[src/rtl/minx_pkg.sv]
// Shared definitions for the EEPROM (I2C-style) bus master: register map,
// CTRL bit positions, sequencer state encoding and the phase-order helper.
package minx_pkg;

    localparam logic [23:0] ADDR_CTRL   = 24'h002068;
    localparam logic [23:0] ADDR_DATA   = 24'h002069;
    localparam logic [23:0] ADDR_STATUS = 24'h00206A;
    localparam logic [23:0] ADDR_DIV    = 24'h00206B;

    localparam int CTRL_START  = 0;
    localparam int CTRL_WRITE  = 1;
    localparam int CTRL_READ   = 2;
    localparam int CTRL_STOP   = 3;
    localparam int CTRL_RXNACK = 4;

    typedef enum logic [1:0] {
        ST_IDLE,
        ST_START,
        ST_BYTE,
        ST_STOP
    } state_e;

    // Phase that follows 'cur' for a given command; disabled phases are skipped.
    function automatic state_e next_phase(state_e cur, logic [4:0] cmd);
        state_e nxt;
        nxt = ST_IDLE;
        case (cur)
            ST_IDLE: begin
                if (cmd[CTRL_START])                        nxt = ST_START;
                else if (cmd[CTRL_WRITE] || cmd[CTRL_READ]) nxt = ST_BYTE;
                else if (cmd[CTRL_STOP])                    nxt = ST_STOP;
            end
            ST_START: begin
                if (cmd[CTRL_WRITE] || cmd[CTRL_READ]) nxt = ST_BYTE;
                else if (cmd[CTRL_STOP])               nxt = ST_STOP;
            end
            ST_BYTE:  if (cmd[CTRL_STOP]) nxt = ST_STOP;
            default:  nxt = ST_IDLE;
        endcase
        return nxt;
    endfunction

endpackage

[src/rtl/quarter_tick.sv]
// Quarter-period timebase: one-clock tick every div+1 clocks while enabled,
// reloaded by restart so every command begins on a full quarter.
module quarter_tick (
    input  logic       clk,
    input  logic       reset,
    input  logic       restart,
    input  logic       en,
    input  logic [7:0] div,
    output logic       tick
);

    logic [7:0] cnt_q, cnt_d;

    always_comb begin
        cnt_d = cnt_q;
        if (restart)
            cnt_d = div;
        else if (en)
            cnt_d = (cnt_q == 8'd0) ? div : cnt_q - 8'd1;
    end

    assign tick = en && !restart && (cnt_q == 8'd0);

    always_ff @(posedge clk or negedge reset) begin
        if (!reset) cnt_q <= 8'd0;
        else        cnt_q <= cnt_d;
    end

endmodule

[src/rtl/eeprom_master.sv]
// EEPROM bus master: CPU register block plus START/BYTE/STOP sequencer driving
// open-drain SCL/SDA. Define EEPROM_MASTER_IRQ_EN to enable the completion IRQ.
module eeprom_master
    import minx_pkg::*;
#(
    parameter logic [7:0] DEFAULT_DIV = 8'd3
) (
    input  logic        clk,
    input  logic        reset,
    input  logic        bus_write,
    input  logic        bus_read,
    input  logic [23:0] bus_address_in,
    input  logic [7:0]  bus_data_in,
    output logic [7:0]  bus_data_out,
    output logic        scl_out,
    output logic        sda_out,
    input  logic        sda_in,
    output logic        irq
);

    state_e     state_q, state_d;
    logic [1:0] qtr_q, qtr_d;
    logic [3:0] bit_q, bit_d;
    logic [4:0] cmd_q, cmd_d;
    logic [7:0] tx_q, tx_d, rx_q, rx_d, div_q, div_d;
    logic       nack_q, nack_d, scl_q, scl_d, sda_q, sda_d, irq_q;
    logic       busy, tick, launch, bit_val;
    logic       wr_ctrl, wr_data, wr_status, wr_div;
    logic [2:0] tx_idx;

    assign busy      = (state_q != ST_IDLE);
    assign wr_ctrl   = bus_write && (bus_address_in == ADDR_CTRL);
    assign wr_data   = bus_write && (bus_address_in == ADDR_DATA);
    assign wr_status = bus_write && (bus_address_in == ADDR_STATUS);
    assign wr_div    = bus_write && (bus_address_in == ADDR_DIV);
    assign launch    = wr_ctrl && !busy && (bus_data_in[3:0] != 4'd0);

    quarter_tick u_quarter_tick (
        .clk     (clk),
        .reset   (reset),
        .restart (launch),
        .en      (busy),
        .div     (div_q),
        .tick    (tick)
    );

    // Sequencer: quarter / bit position and phase order.
    always_comb begin
        state_d = state_q;
        qtr_d   = qtr_q;
        bit_d   = bit_q;
        cmd_d   = cmd_q;
        if (launch) begin
            cmd_d = bus_data_in[4:0];
            if (bus_data_in[CTRL_WRITE]) cmd_d[CTRL_READ] = 1'b0;
            state_d = next_phase(ST_IDLE, cmd_d);
            qtr_d   = 2'd0;
            bit_d   = 4'd0;
        end else if (tick) begin
            if (qtr_q != 2'd3) begin
                qtr_d = qtr_q + 2'd1;
            end else begin
                qtr_d = 2'd0;
                if (state_q == ST_BYTE && bit_q != 4'd8) begin
                    bit_d = bit_q + 4'd1;
                end else begin
                    state_d = next_phase(state_q, cmd_q);
                    bit_d   = 4'd0;
                end
            end
        end
    end

    // Line levels are loaded at the start of each quarter and held in IDLE,
    // so a command without STOP leaves SCL low and the bus owned.
    always_comb begin
        scl_d  = scl_q;
        sda_d  = sda_q;
        tx_idx = 3'd7 - bit_d[2:0];
        if (bit_d == 4'd8) bit_val = cmd_d[CTRL_WRITE] ? 1'b1 : cmd_d[CTRL_RXNACK];
        else               bit_val = cmd_d[CTRL_WRITE] ? tx_q[tx_idx] : 1'b1;
        if (launch || tick) begin
            case (state_d)
                ST_START: begin
                    case (qtr_d)
                        2'd0:    sda_d = 1'b1;
                        2'd1:    begin scl_d = 1'b1; sda_d = 1'b1; end
                        2'd2:    begin scl_d = 1'b1; sda_d = 1'b0; end
                        default: begin scl_d = 1'b0; sda_d = 1'b0; end
                    endcase
                end
                ST_BYTE: begin
                    scl_d = (qtr_d == 2'd1) || (qtr_d == 2'd2);
                    sda_d = bit_val;
                end
                ST_STOP: begin
                    case (qtr_d)
                        2'd0:    begin scl_d = 1'b0; sda_d = 1'b0; end
                        2'd1:    begin scl_d = 1'b1; sda_d = 1'b0; end
                        default: begin scl_d = 1'b1; sda_d = 1'b1; end
                    endcase
                end
                default: ;
            endcase
        end
    end

    always_comb begin
        tx_d   = tx_q;
        rx_d   = rx_q;
        div_d  = div_q;
        nack_d = nack_q;
        if (!busy && wr_data) tx_d  = bus_data_in;
        if (!busy && wr_div)  div_d = bus_data_in;
        if (wr_status && bus_data_in[1]) nack_d = 1'b0;
        // SDA is sampled on the last clock of Q2 of every bit.
        if (tick && state_q == ST_BYTE && qtr_q == 2'd2) begin
            if (bit_q == 4'd8) begin
                if (cmd_q[CTRL_WRITE]) nack_d = sda_in;
            end else if (cmd_q[CTRL_READ]) begin
                rx_d = {rx_q[6:0], sda_in};
            end
        end
    end

    always_ff @(posedge clk or negedge reset) begin
        if (!reset) begin
            state_q <= ST_IDLE;
            qtr_q   <= 2'd0;
            bit_q   <= 4'd0;
            cmd_q   <= 5'd0;
            tx_q    <= 8'h00;
            rx_q    <= 8'h00;
            div_q   <= DEFAULT_DIV;
            nack_q  <= 1'b0;
            scl_q   <= 1'b1;
            sda_q   <= 1'b1;
        end else begin
            state_q <= state_d;
            qtr_q   <= qtr_d;
            bit_q   <= bit_d;
            cmd_q   <= cmd_d;
            tx_q    <= tx_d;
            rx_q    <= rx_d;
            div_q   <= div_d;
            nack_q  <= nack_d;
            scl_q   <= scl_d;
            sda_q   <= sda_d;
        end
    end

`ifdef EEPROM_MASTER_IRQ_EN
    logic irq_d, cmd_done;
    assign cmd_done = tick && (state_d == ST_IDLE);

    // Completion wins over a same-clock W1C.
    always_comb begin
        irq_d = irq_q;
        if (wr_status && bus_data_in[2]) irq_d = 1'b0;
        if (cmd_done)                    irq_d = 1'b1;
    end

    always_ff @(posedge clk or negedge reset) begin
        if (!reset) irq_q <= 1'b0;
        else        irq_q <= irq_d;
    end
`else
    assign irq_q = 1'b0;
`endif

    always_comb begin
        bus_data_out = 8'h00;
        if (bus_read) begin
            case (bus_address_in)
                ADDR_DATA:   bus_data_out = rx_q;
                ADDR_STATUS: bus_data_out = {5'b0, irq_q, nack_q, busy};
                ADDR_DIV:    bus_data_out = div_q;
                default:     bus_data_out = 8'h00;
            endcase
        end
    end

    assign scl_out = scl_q;
    assign sda_out = sda_q;
    assign irq     = irq_q;

endmodule

[config.mk]
export PLATFORM = sky130hd
export DESIGN_NAME = eeprom_master
export DESIGN_NICKNAME = d
export VERILOG_FILES = /design/src/rtl/minx_pkg.sv /design/src/rtl/quarter_tick.sv /design/src/rtl/eeprom_master.sv
export SDC_FILE = /design/constraint.sdc
export NUM_CORES = 1
export LEC_CHECK = 0
export BUFFER_PORTS_ARGS = -buffer_cell sky130_fd_sc_hd__buf_4
export CORE_MARGIN = 4
export CORE_UTILIZATION = 35
export CTS_CLUSTER_DIAMETER = 120
export CTS_CLUSTER_SIZE = 28
export DETAILED_ROUTE_END_ITERATION = 6
export GPL_ROUTABILITY_DRIVEN = 0
export PLACE_DENSITY = 0.6
export SLEW_MARGIN = 20
export SYNTH_ARGS = -nofsm -noshare
export SYNTH_HDL_FRONTEND = slang
export SYNTH_SLANG_ARGS = --single-unit
[constraint.sdc]
create_clock -name clk -period 5.9 [get_ports clk]
set_clock_uncertainty 0.05 [all_clocks]
set_input_delay 0.59 -clock clk [delete_from_list [all_inputs] [get_ports clk]]
set_output_delay 0.59 -clock clk [all_outputs]
set_load 0.02 [all_outputs]
* Yosys cells after proc, flatten, opt, wreduce, memory -nomap -nowiden *
Cells that the tools add are included.

operators by class
  add/sub/neg operators = 4
  magnitude comparators = 1
  equality and inequality tests = 17
  multiplexer cells = 41
  bitwise logic cells = 1
  reduce and logical (&&, ||, !) cells = 32

operators with widths
  cell                                                        number
  == test 24 x 14 -> 1 bit, second input constant             4
  2-to-1 mux 8 bit                                            4
  2-to-1 mux 2 bit                                            13
  one-hot mux 8 bit (3 select lines)                          1
  2-to-1 mux 4 bit                                            4
  logical AND 1 bit                                           14
  2-to-1 mux 1 bit                                            13
  == test 2 bit, second input constant                        5
  == test 4 bit, second input constant                        2
  zero test 8 bit                                             1
  subtractor 8 x 1 -> 8 bit, second input constant            1
  == test 2 x 1 -> 1 bit, second input constant               3
  one-hot mux 1 bit (3 select lines)                          2
  one-hot mux 2 bit (3 select lines)                          1
  AND reduction 3 bit                                         2
  2-to-1 mux 5 bit                                            1
  adder 4 x 1 -> 4 bit, second input constant                 1
  zero test 2 bit                                             2
  logical OR 1 bit                                            4
  less-than comparator 3 x 4 -> 1 bit, second input constant  1
  inequality test 2 bit, second input constant                2
  inequality test 4 bit, second input constant                1
  nonzero test 2 bit                                          2
  nonzero test 4 bit                                          1
  9 further kinds                                             11

word-level totals
  bits in registers = 48
  input port bits = 37
  output and inout bits = 11
  word-level logic and storage cells = 108

* Logic depth before layout (Yosys ltp) *
Gate-level depths: netlist (run 1).

  depth after elaboration = 15
  gate-level depth with buffers = 12

* Modules after synthesis *
From an unflattened synthesis (run 1), not the netlist that was laid out.

unflattened totals
  cells, all modules = 336
  area total of the unflattened synthesis = 3,101.7 sq um

by module, submodules not included
  module         instances  cells an instance  area each (sq um)  seq. area each (sq um)
  eeprom_master  1          271                2,553.7            1,006.0
  quarter_tick   1          65                 548.0              200.2

* Worst setup path after synthesis (run 1) *
Ideal clock, no wire load.

  kind = in2reg
  start = input port bus_address_in[7]
  end = register scl_q (netlist: scl_out)
  library setup time = 0.079 ns
  arrival = 2.726 ns
  setup slack = 3.045 ns
  cell stages on the path = 10
  path through = nor4b_1 nand4_1 and4bb_2 buf_2 clkbuf_1 or2_2 ha_1 or2_0 o2bb2ai_1 a22o_1

on the way
  cells in the longest elaborated chain, start to end = 13

ends and longest elaborated chain
  what                                                            line                                      source
  start, declared                                                 eeprom_master.sv:12                       input logic [23:0] bus_address_in,
  == test 24 x 14 -> 1 bit (*)                                    eeprom_master.sv:32                       assign wr_ctrl = bus_write && (bus_address_in == ADDR_CTRL);
  logical AND 1 bit (*)                                           eeprom_master.sv:32
  logical AND 1 bit (*) (2 in series)                             eeprom_master.sv:36                       assign launch = wr_ctrl && !busy && (bus_data_in[3:0] != 4'd0);
  zero test 1 bit                                                 quarter_tick.sv:22                        assign tick = en && !restart && (cnt_q == 8'd0);
  logical AND 1 bit (2 in series)                                 quarter_tick.sv:22
  2-to-1 mux 2 bit                                                eeprom_master.sv:59                       end else if (tick) begin
  2-to-1 mux 2 bit                                                eeprom_master.sv:53                       if (launch) begin
  == test 2 x 1 -> 1 bit / == test 2 bit (equally long branches)  eeprom_master.sv:85, eeprom_master.sv:93
  OR reduction 2 bit (no line)                                    n/a
  one-hot mux 1 bit (2 select lines)                              eeprom_master.sv:85                       case (qtr_d)
  one-hot mux 1 bit (3 select lines)                              eeprom_master.sv:83                       case (state_d)
  end signal, assigned                                            eeprom_master.sv:147                      scl_q <= scl_d;
  end, declared                                                   eeprom_master.sv:26                       logic nack_q, nack_d, scl_q, scl_d, sda_q, sda_d, irq_q;

Mark *: on every way between the ends. The rest lies on a longest branch, timed or not.
A chain may end at the register's enable or synchronous reset.

* Worst setup path in the final report (run 1) *
  start = register u_quarter_tick.cnt_q[0]
  end = register sda_q (netlist: sda_out)

on the way
  cells in the longest elaborated chain, start to end = 10

ends and longest elaborated chain
  what                                    line                  source
  start, declared                         quarter_tick.sv:12    logic [7:0] cnt_q, cnt_d;
  start signal, assigned                  quarter_tick.sv:26    else cnt_q <= cnt_d;
  zero test 8 bit (*)                     quarter_tick.sv:22
  logical AND 1 bit (*)                   quarter_tick.sv:22
  2-to-1 mux 4 bit                        eeprom_master.sv:59
  2-to-1 mux 4 bit                        eeprom_master.sv:53
  subtractor 3 bit                        eeprom_master.sv:79   tx_idx = 3'd7 - bit_d[2:0];
  binary-select mux 1 bit (select 3 bit)  eeprom_master.sv:81   else bit_val = cmd_d[CTRL_WRITE] ? tx_q[tx_idx] : 1'b1;
  2-to-1 mux 1 bit (implied by the code)  eeprom_master.sv:81
  2-to-1 mux 1 bit                        eeprom_master.sv:81
  2-to-1 mux 1 bit                        eeprom_master.sv:80   if (bit_d == 4'd8) bit_val = cmd_d[CTRL_WRITE] ? 1'b1 : cmd_d[CTRL_RXNACK];
  one-hot mux 1 bit (3 select lines)      eeprom_master.sv:83
  end signal, assigned                    eeprom_master.sv:137  sda_q <= 1'b1;
  end signal, assigned                    eeprom_master.sv:148  sda_q <= sda_d;
  end, declared                           eeprom_master.sv:26

Mark *: on every way between the ends. The rest lies on a longest branch, timed or not. The select of a mux whose other input is x is not followed.

==> reports/qor.csv, run 1 <==
stage,metric,value,unit
routing,vias,2387,
synthesis,ys_types,72,
synthesis,synth_seq_area_share,40.74,%
sta,whs,0.2400,ns
pwr,peakVddDrop,0.06852,mV
routing,wl_per_cell,16.05,um
worst_setup_path,required,6.07,ns
sta,rsz0062_at_grt,false,
synthesis,synth_edf_count,0,
worst_setup_path,cp_cell_sequence,"inv_1, ha_1, nor2b_1, and4bb_4, and2_4, mux2i_1, a21oi_1, mux2i_1, o32ai_1, a41oi_2",
clocking,cts_resized,0,
pwr,swShare,24.54,%
placed_design,port_buffers,46,
clocking,cts-root-buf,clkbuf_8,
global_route,track_usage,15.11,%
synthesis,synthArstFlopShare,100.0,%
clocking,clk_path_buf_depth,2,
synthesis,ys_seq_elements,48,
routing,dr.pass1.iters,4,
sta,setup_viol,0,
synthesis,synth_area_per_cell,9.868,um2
synthesis,synth_area,2960,um2
die,start_util,36.03,%
routing,detail-route-antenna-nets,0,
finish,drive_gt1_share,30.97,%
clocking,clk_latency,0.31,ns
synthesis,yosysWarnings,0,
worst_setup_path,worst-path-max-fanout,14,
worst_setup_path,cpPeakStageDelay,0.45,ns
placed_design,dp_slack,2.855,ns
synthesis,synth_flop_cell,dfrtp_1,
pwr,seq_power_share,57.4,%
sta,tns,0,ns
die,die_area,9993,um2
clocking,h-tree-depth,2,
finish,n_antenna_cell,0,
die,rows,33,
finish,area_growth,16.61,%
die,pin_count,48,
hold_path,hold_class,in2async,
sta,slew_headroom,57.22,%
global_route,grt_pass1_wl,12210,um
sta,worstMarginPinSlew,0.6383,ns
pwr,power.density,166.3,nW/um2
sta,post-route-min-period,2.932,ns
global_route,grt_pass1_vias,2386,
routing,route.detailed.drc,0,
synthesis,syn_inst,300,
worst_setup_path,setup.worst_path.class,reg2reg,
clocking,path_clk_slew,0.10,ns
die,die_w,99.97,um
finish,final_nets,381,
sta,clock.fmax,341.0,MHz
global_route,antenna_found_initial,0,
clocking,cts_tree,done,
sta,final_max_slew_viol_count,0,
clocking,hold_buffers,0,
worst_setup_path,end_kind,register,
clocking,cts_buffers,5,
pwr,p_clk_share,36.3,%
worst_setup_path,crit_buf_inv,1,
die,core-area,8217,um2
worst_setup_path,start_kind,register,
sta,hold_violations,0,
clocking,clock-sinks,48,
worst_setup_path,cp_top_family,simple AND/OR/NAND/NOR gates,
pwr,p_sw,140.9,uW
global_route,grt_max_degree,49,
pwr,leakagePower,1.581,nW
pwr,cell_internal_pwr,433.1,uW
placed_design,dp_hpwl,5342,um
sta,layout_setup_ws,2.968,ns
global_route,grt_overflow_total,0,
routing,vias_per_cell,5.376,
die,die_h,99.97,um
routing,routed_wl,7125,um
synthesis,synth_nets,343,
worst_setup_path,crit_top_cell,mux2i_1,
worst_setup_path,cp_slowest_cell,mux2i_1,
sta,fin_crit_sh,49.70,%
run,cap_violations,0,
worst_setup_path,cp.arrival,3.10,ns
outcome,run_status,"finished, final reports clean",
routing,drt-initial-drc-count,123,
clocking,cts_setup_buffers,0,
pwr,comb_power_share,6.3,%
-- cells in the final DEF, fill, tap and decap left out, drive strengths merged, types with 4 or more instances in the layout --
cell type,synthesis,routed
clkbuf,5,5
a21oi,12,12
nand4,4,4
mux2i,12,12
o21ai,12,12
dfstp,4,4
mux2,26,26
a211oi,5,5
nor2b,5,5
nor2,36,36
dfrtp,44,44
buf,10,46
ha,6,6
inv,9,10
nor3,8,8
nor4b,5,5
a21boi,4,4
nand2,29,29
nand3,7,7
nor4,4,4
-- synthesized netlist by cell type, types with 6 or more instances --
cell type,number,share of area (%)
a21oi_1,11,1.9
nand3_1,6,1.0
mux2_2,26,9.9
mux2i_1,12,4.1
inv_1,9,1.1
nor2_1,34,4.3
ha_1,6,2.5
nor3_1,7,1.2
nand2_1,28,3.6
o21ai_0,10,1.7
dfrtp_1,44,37
-- routing by layer --
metal  part of all wire (%)  GRT usage [%]
met5                      0              0
met4                    1.4          3.887
met3                    3.1          2.919
met2                     46          23.60
met1                     49          21.51
-- flip-flops by register name, indices dropped and copies added (netlist names), 2 cells and up --
signal / count
div_q: 8
rx_q: 8
tx_q: 8
u_quarter_tick.cnt_q: 8
cmd_q: 5
bit_q: 4
qtr_q: 2
state_q: 2
-- worst paths after layout --
| kind | from | slack [ns] | cells past startpoint | to |
|---|---|---|---|---|
| setup / recovery | u_quarter_tick.cnt_q[0] | 2.97 | 10 | sda_out |
| hold / removal | reset | 0.24 | 1 | bit_q[2] |
| setup reg to reg | u_quarter_tick.cnt_q[0] | 2.97 | 10 | sda_out |
| hold reg to reg | cmd_q[0] | 0.45 | 2 | cmd_q[0] |
| max in group asynchronous | reset | 5.15 | 1 | u_quarter_tick.cnt_q[4] |
| min in group clk | bus_data_in[4] | 0.44 | 3 | cmd_q[4] |
-- metrics by stage --
stage	cell area (um2)	power [mW]	std cells	util [%]
CTS	3447	0.5786	444	41.95
global placement	3356	0.3720	436	40.84
global route	3452	0.5965	444	42.01
floorplan	2960	0.3436	300	-
finish	3452	0.5740	444	42.01
detailed placement	3356	0.3726	436	40.84
-- power by group through the flow --
stage	Combinational, mW	Sequential, mW	Clock, mW
after floorplan	0.00776	0.336	0
after global placement	0.0363	0.336	0
after detailed placement	0.0369	0.336	0
after CTS	0.0369	0.329	0.212
after global routing	0.0404	0.329	0.227
final	0.0361	0.329	0.209
-- worst reg2reg max path: stages, from the launching register on --
cell and delay, ns:
dfrtp_1 0.43, inv_1 0.07, ha_1 0.15, nor2b_1 0.35
and4bb_4 0.43, and2_4 0.27, mux2i_1 0.46, a21oi_1 0.12
mux2i_1 0.16, o32ai_1 0.14, a41oi_2 0.22
-- cell type report --
| cell class | count | area (um2) |
|---|---|---|
| clock buffers | 5 | 68.82 |
| clock inverters | 3 | 22.52 |
| fillers | 815 | 4765 |
| inverters | 9 | 33.78 |
| multi-input cells | 228 | 1644 |
| flip-flops and latches | 48 | 1206 |
| well taps | 105 | 131.4 |
| repair buffers | 46 | 345.3 |
-- cells by family (layout without fill, tap and decap cells) --
family	after synthesis	count (layout)	synth area share [%]
AO/OA/AOI/OAI	60	60	15.72
XOR/XNOR	1	1	0.2959
multiplexers	38	38	13.95
flip-flops	48	48	40.74
other	1	1	0.1267
AND/OR/NAND/NOR	122	122	22.74
adder cells (fa/ha/maj)	6	6	2.536
buffers and inverters	24	63	3.888
(Power assumes the default switching activity.)
==> run 2: changes to the inputs <==
clock period = 2.75 ns   (was 5.9 ns; I/O delays follow)
==> reports/qor.csv, run 2 (synthesis gave the netlist of run 1 again) <==
stage,metric,value,unit
worst_setup_path,start_kind,register,
hold_path,hold_class,in2reg,
finish,fill_cells,804,
clocking,h-tree-depth,2,
clocking,cts_buffers,5,
sta,rsz0062_at_grt,false,
sta,slew_headroom,55.33,%
sta,tns,0,ns
sta,clock.fmax,398.2,MHz
outcome,run_status,"finished, final reports clean",
worst_setup_path,end_kind,register,
finish,n_antenna_cell,0,
clocking,cts-root-buf,clkbuf_8,
die,pin_count,48,
clocking,clk_latency,0.31,ns
pwr,leakagePower,1.663,nW
global_route,grt_pass1_wl,12690,um
worst_setup_path,crit_start,u_quarter_tick.cnt_q[0],
sta,fin_crit_sh,91.31,%
die,die_h,99.97,um
pwr,power.density,374.0,nW/um2
placed_design,post-place-cells,448,
die,rows,33,
sta,setup_viol,0,
routing,vias,2442,
worst_setup_path,r2r_slack,0.24,ns
die,die_w,99.97,um
global_route,grt_pass1_vias,2532,
finish,layout_common_cells,"58 x buf_4, 44 x dfrtp_1, 34 x nor2_1, 28 x nand2_1, 26 x mux2_2",
clocking,clk_path_buf_depth,2,
clocking,path_clk_slew,0.10,ns
finish,layout_commonest_cell,buf_4,
global_route,track_usage,15.92,%
sta,worstMarginPinSlew,0.6665,ns
routing,vias_per_cell,5.344,
finish,final_cells,457,
sta,post-route-min-period,2.511,ns
clocking,cts_tree,done,
die,die_area,9993,um2
routing,dr.pass1.iters,4,
hold_path,hp-start,bus_data_in[4],
sta,final_max_slew_viol_count,0,
placed_design,dp_hpwl,5690,um
pwr,p_total,1.342,mW
die,start_util,36.03,%
worst_setup_path,cp.arrival,2.71,ns
finish,final_nets,394,
worst_setup_path,r2r_start,u_quarter_tick.cnt_q[0],
clocking,clock-sinks,48,
placed_design,port_buffers,46,
routing,route.detailed.drc,0,
clocking,cts_setup_buffers,0,
worst_setup_path,required,2.95,ns
global_route,antenna_found_initial,0,
global_route,grt_max_degree,49,
pwr,peakVddDrop,0.2068,mV
routing,wl_per_cell,16.25,um
worst_setup_path,worst-path-max-fanout,6,
die,core-area,8217,um2
finish,drive_gt1_share,33.81,%
worst_setup_path,setup.worst_path.class,reg2reg,
routing,detail-route-antenna-nets,0,
global_route,grt_overflow_total,0,
routing,routed_wl,7427,um
run,cap_violations,0,
sta,whs,0.1337,ns
finish,area_growth,21.22,%
routing,drt-initial-drc-count,120,
sta,hold_violations,0,
## run 2: routing by layer
layer	vias up	track usage, %	share of wire [%]
met5	-	0	0
met2	56	26.17	48
li1	1196	-	-
met1	1183	21.89	47
met4	0	3.887	1.3
met3	7	2.710	3.5
## run 2: worst paths after layout
path	depth (start not counted)	end
worst max-delay path	11	scl_out
worst min-delay path	3	cmd_q[4]
worst max register to register	11	scl_out
worst min register to register	2	cmd_q[0]
max in group asynchronous	2	tx_q[7]
min in group asynchronous	2	bit_q[3]
## run 2: stage by stage
| stage | setup WS, ns | util (%) | cell area (um2) |
|---|---|---|---|
| 2_1_floorplan | 0.1605 | - | 2960 |
| 3_3_place_gp | 0.2161 | 41.94 | 3446 |
| 3_5_place_dp | 0.1754 | 41.94 | 3446 |
| 4_1_cts | 0.1661 | 43.54 | 3577 |
| 5_1_grt | 0.01637 | 43.67 | 3588 |
| 6_report | 0.2389 | 43.67 | 3588 |
## run 2: layout make-up
class                   count  area [um2]  share of cell area [%]
well taps                 105       131.4                   3.661
multi-input cells         228        1650                   45.99
inverters                   9       33.78                  0.9414
flip-flops and latches     48        1206                   33.61
clock buffers               6       82.58                   2.301
repair buffers             59       445.4                   12.41
clock inverters             2       38.79                   1.081
## run 2: what timing repair did
action                     4_1_cts  5_1_grt
resized for setup                0        2
hold buffers                     1        0
hold endpoints to repair        44        0
setup endpoints to repair        0        2
## run 2: worst max-delay path, stage by stage (launching register included)
cell and delay, ns:
dfrtp_1 0.42, inv_1 0.07, ha_1 0.15, nor2b_2 0.18
and4bb_4 0.30, nor2_1 0.06, a211oi_2 0.28, inv_1 0.08
ha_1 0.29, or2_0 0.22, o2bb2ai_1 0.12, a22o_1 0.22
## run 2: where the power goes
part,leakage [nW],internal (mW),switching (mW)
combinational,0.994,0.0409,0.0369
clock,0.0614,0.298,0.260
sequential,0.608,0.706,0.000330
total,1.66,1.05,0.297
==> run 3: changes to the inputs <==
RECOVER_POWER = 25   (was unset)
SKIP_CTS_REPAIR_TIMING = 1   (was unset)
TNS_END_PERCENT = 50   (was unset)
==> reports/qor.csv, run 3 (synthesis gave the netlist of run 1 again) <==
stage,metric,value,unit
pwr,peakVddDrop,0.2068,mV
worst_setup_path,start_kind,register,
die,start_util,36.03,%
worst_setup_path,r2r_start,u_quarter_tick.cnt_q[0],
worst_setup_path,cp_slowest_cell,dfrtp_1,
clocking,cts_buffers,5,
global_route,grt_max_degree,49,
worst_setup_path,cpPeakStageDelay,0.42,ns
routing,route.detailed.drc,0,
worst_setup_path,cp.arrival,2.71,ns
die,die_area,9993,um2
sta,tns,0,ns
finish,n_antenna_cell,0,
sta,post-route-min-period,2.510,ns
run,cap_violations,0,
clocking,path_clk_slew,0.10,ns
clocking,h-tree-depth,2,
die,core-area,8217,um2
sta,rsz0062_at_grt,false,
routing,drt-initial-drc-count,120,
die,pin_count,48,
routing,vias_per_cell,5.341,
worst_setup_path,cp-endpoint,scl_out,
sta,fin_crit_sh,91.26,%
global_route,grt_pass1_vias,2532,
finish,layout_common_cells,"57 x buf_4, 44 x dfrtp_1, 34 x nor2_1, 28 x nand2_1, 26 x mux2_2",
hold_path,hold_class,in2reg,
routing,dr.pass1.iters,4,
die,die_w,99.97,um
outcome,run_status,"finished, final reports clean",
global_route,antenna_found_initial,0,
worst_setup_path,end_kind,register,
routing,detail-route-antenna-nets,0,
worst_setup_path,cp_cell_sequence,"inv_1, ha_1, nor2b_2, and4bb_4, nor2_1, a211oi_2, inv_1, ha_1, or2_0, o2bb2ai_1, a22o_1",
finish,final_nets,394,
sta,clock.fmax,398.5,MHz
routing,vias,2441,
finish,area_growth,21.13,%
sta,slew_headroom,18.45,%
global_route,grt_pass1_wl,12690,um
pwr,p_total,1.342,mW
placed_design,dp_hpwl,5690,um
sta,worstMarginPinSlew,1.223,ns
pwr,power.density,374.1,nW/um2
clocking,clk_path_buf_depth,2,
global_route,grt_overflow_total,0,
clocking,cts-root-buf,clkbuf_8,
global_route,track_usage,15.92,%
worst_setup_path,worst-r2r-cell-count,11,
finish,drive_gt1_share,33.81,%
clocking,clk_latency,0.31,ns
worst_setup_path,worst-path-max-fanout,6,
finish,layout_commonest_cell,buf_4,
die,rows,33,
worst_setup_path,crit_start,u_quarter_tick.cnt_q[0],
pwr,leakagePower,1.663,nW
clocking,clock-sinks,48,
clocking,cts_tree,done,
finish,post-route-util,43.64,%
finish,fill_cells,807,
worst_setup_path,setup.worst_path.class,reg2reg,
routing,wl_per_cell,16.25,um
worst_setup_path,required,2.95,ns
placed_design,port_buffers,46,
sta,hold_violations,0,
worst_setup_path,worstReg2RegEnd,scl_out,
die,die_h,99.97,um
sta,final_max_slew_viol_count,0,
worst_setup_path,r2r_slack,0.24,ns
routing,routed_wl,7427,um
sta,setup_viol,0,
## run 3: worst max-delay path: cells and delay by family (launching register included)
| family | cells | cell delay [ns] |
|---|---|---|
| and+or+nand+nor | 4 | 0.76 |
| buffers and inverters | 2 | 0.15 |
| AOI/OAI and AO/OA | 3 | 0.62 |
| adders and majority gates | 2 | 0.44 |
| DFF | 1 | 0.42 |
## run 3: through the flow
step	setup WS (ns)	hold WS [ns]	cells	instance area, um2
global route	0.01637	0.1367	457	3586
floorplan	0.1605	-0.07059	300	2960
finish	0.2404	0.1339	457	3586
detailed placement	0.1754	0.2930	448	3446
global placement	0.2161	0.2913	448	3446
CTS	0.1661	-0.04466	456	3567
## run 3: power by group
part | internal [mW] | leakage [nW] | total [mW] | switching, mW
sequential | 0.706 | 0.608 | 0.707 | 0.000328
combinational | 0.0405 | 0.994 | 0.0773 | 0.0368
clock | 0.298 | 0.0614 | 0.558 | 0.260
## run 3: area by class of cell
type | count | area [um2] | area share, %
Sequential cell | 48 | 1206 | 33.64
Inverter | 9 | 33.78 | 0.9421
Tap cell | 105 | 131.4 | 3.664
Clock inverter | 2 | 38.79 | 1.082
Timing Repair Buffer | 59 | 442.9 | 12.35
Clock buffer | 6 | 82.58 | 2.303
Multi-Input combinational cell | 228 | 1650 | 46.02
## run 3: how the worst min path moves through the flow
stage | start | endpoint | cells past startpoint
6_report | bus_data_in[4] | cmd_q[4] | 3
5_1_grt | bus_data_in[4] | cmd_q[4] | 3
4_1_cts | reset | bit_q[1] | 1
3_5_place_dp | reset | bit_q[3] | 1
3_3_place_gp | reset | state_q[0] | 1
2_1_floorplan | reset | bit_q[0] | 0
## run 3: metal layers
layer	vias to the layer above	track usage, %	routed length, um
met4	0	3.887	99
li1	1194	-	-
met1	1189	21.89	3533
met5	-	0	0
met3	7	2.710	242
met2	51	26.17	3551
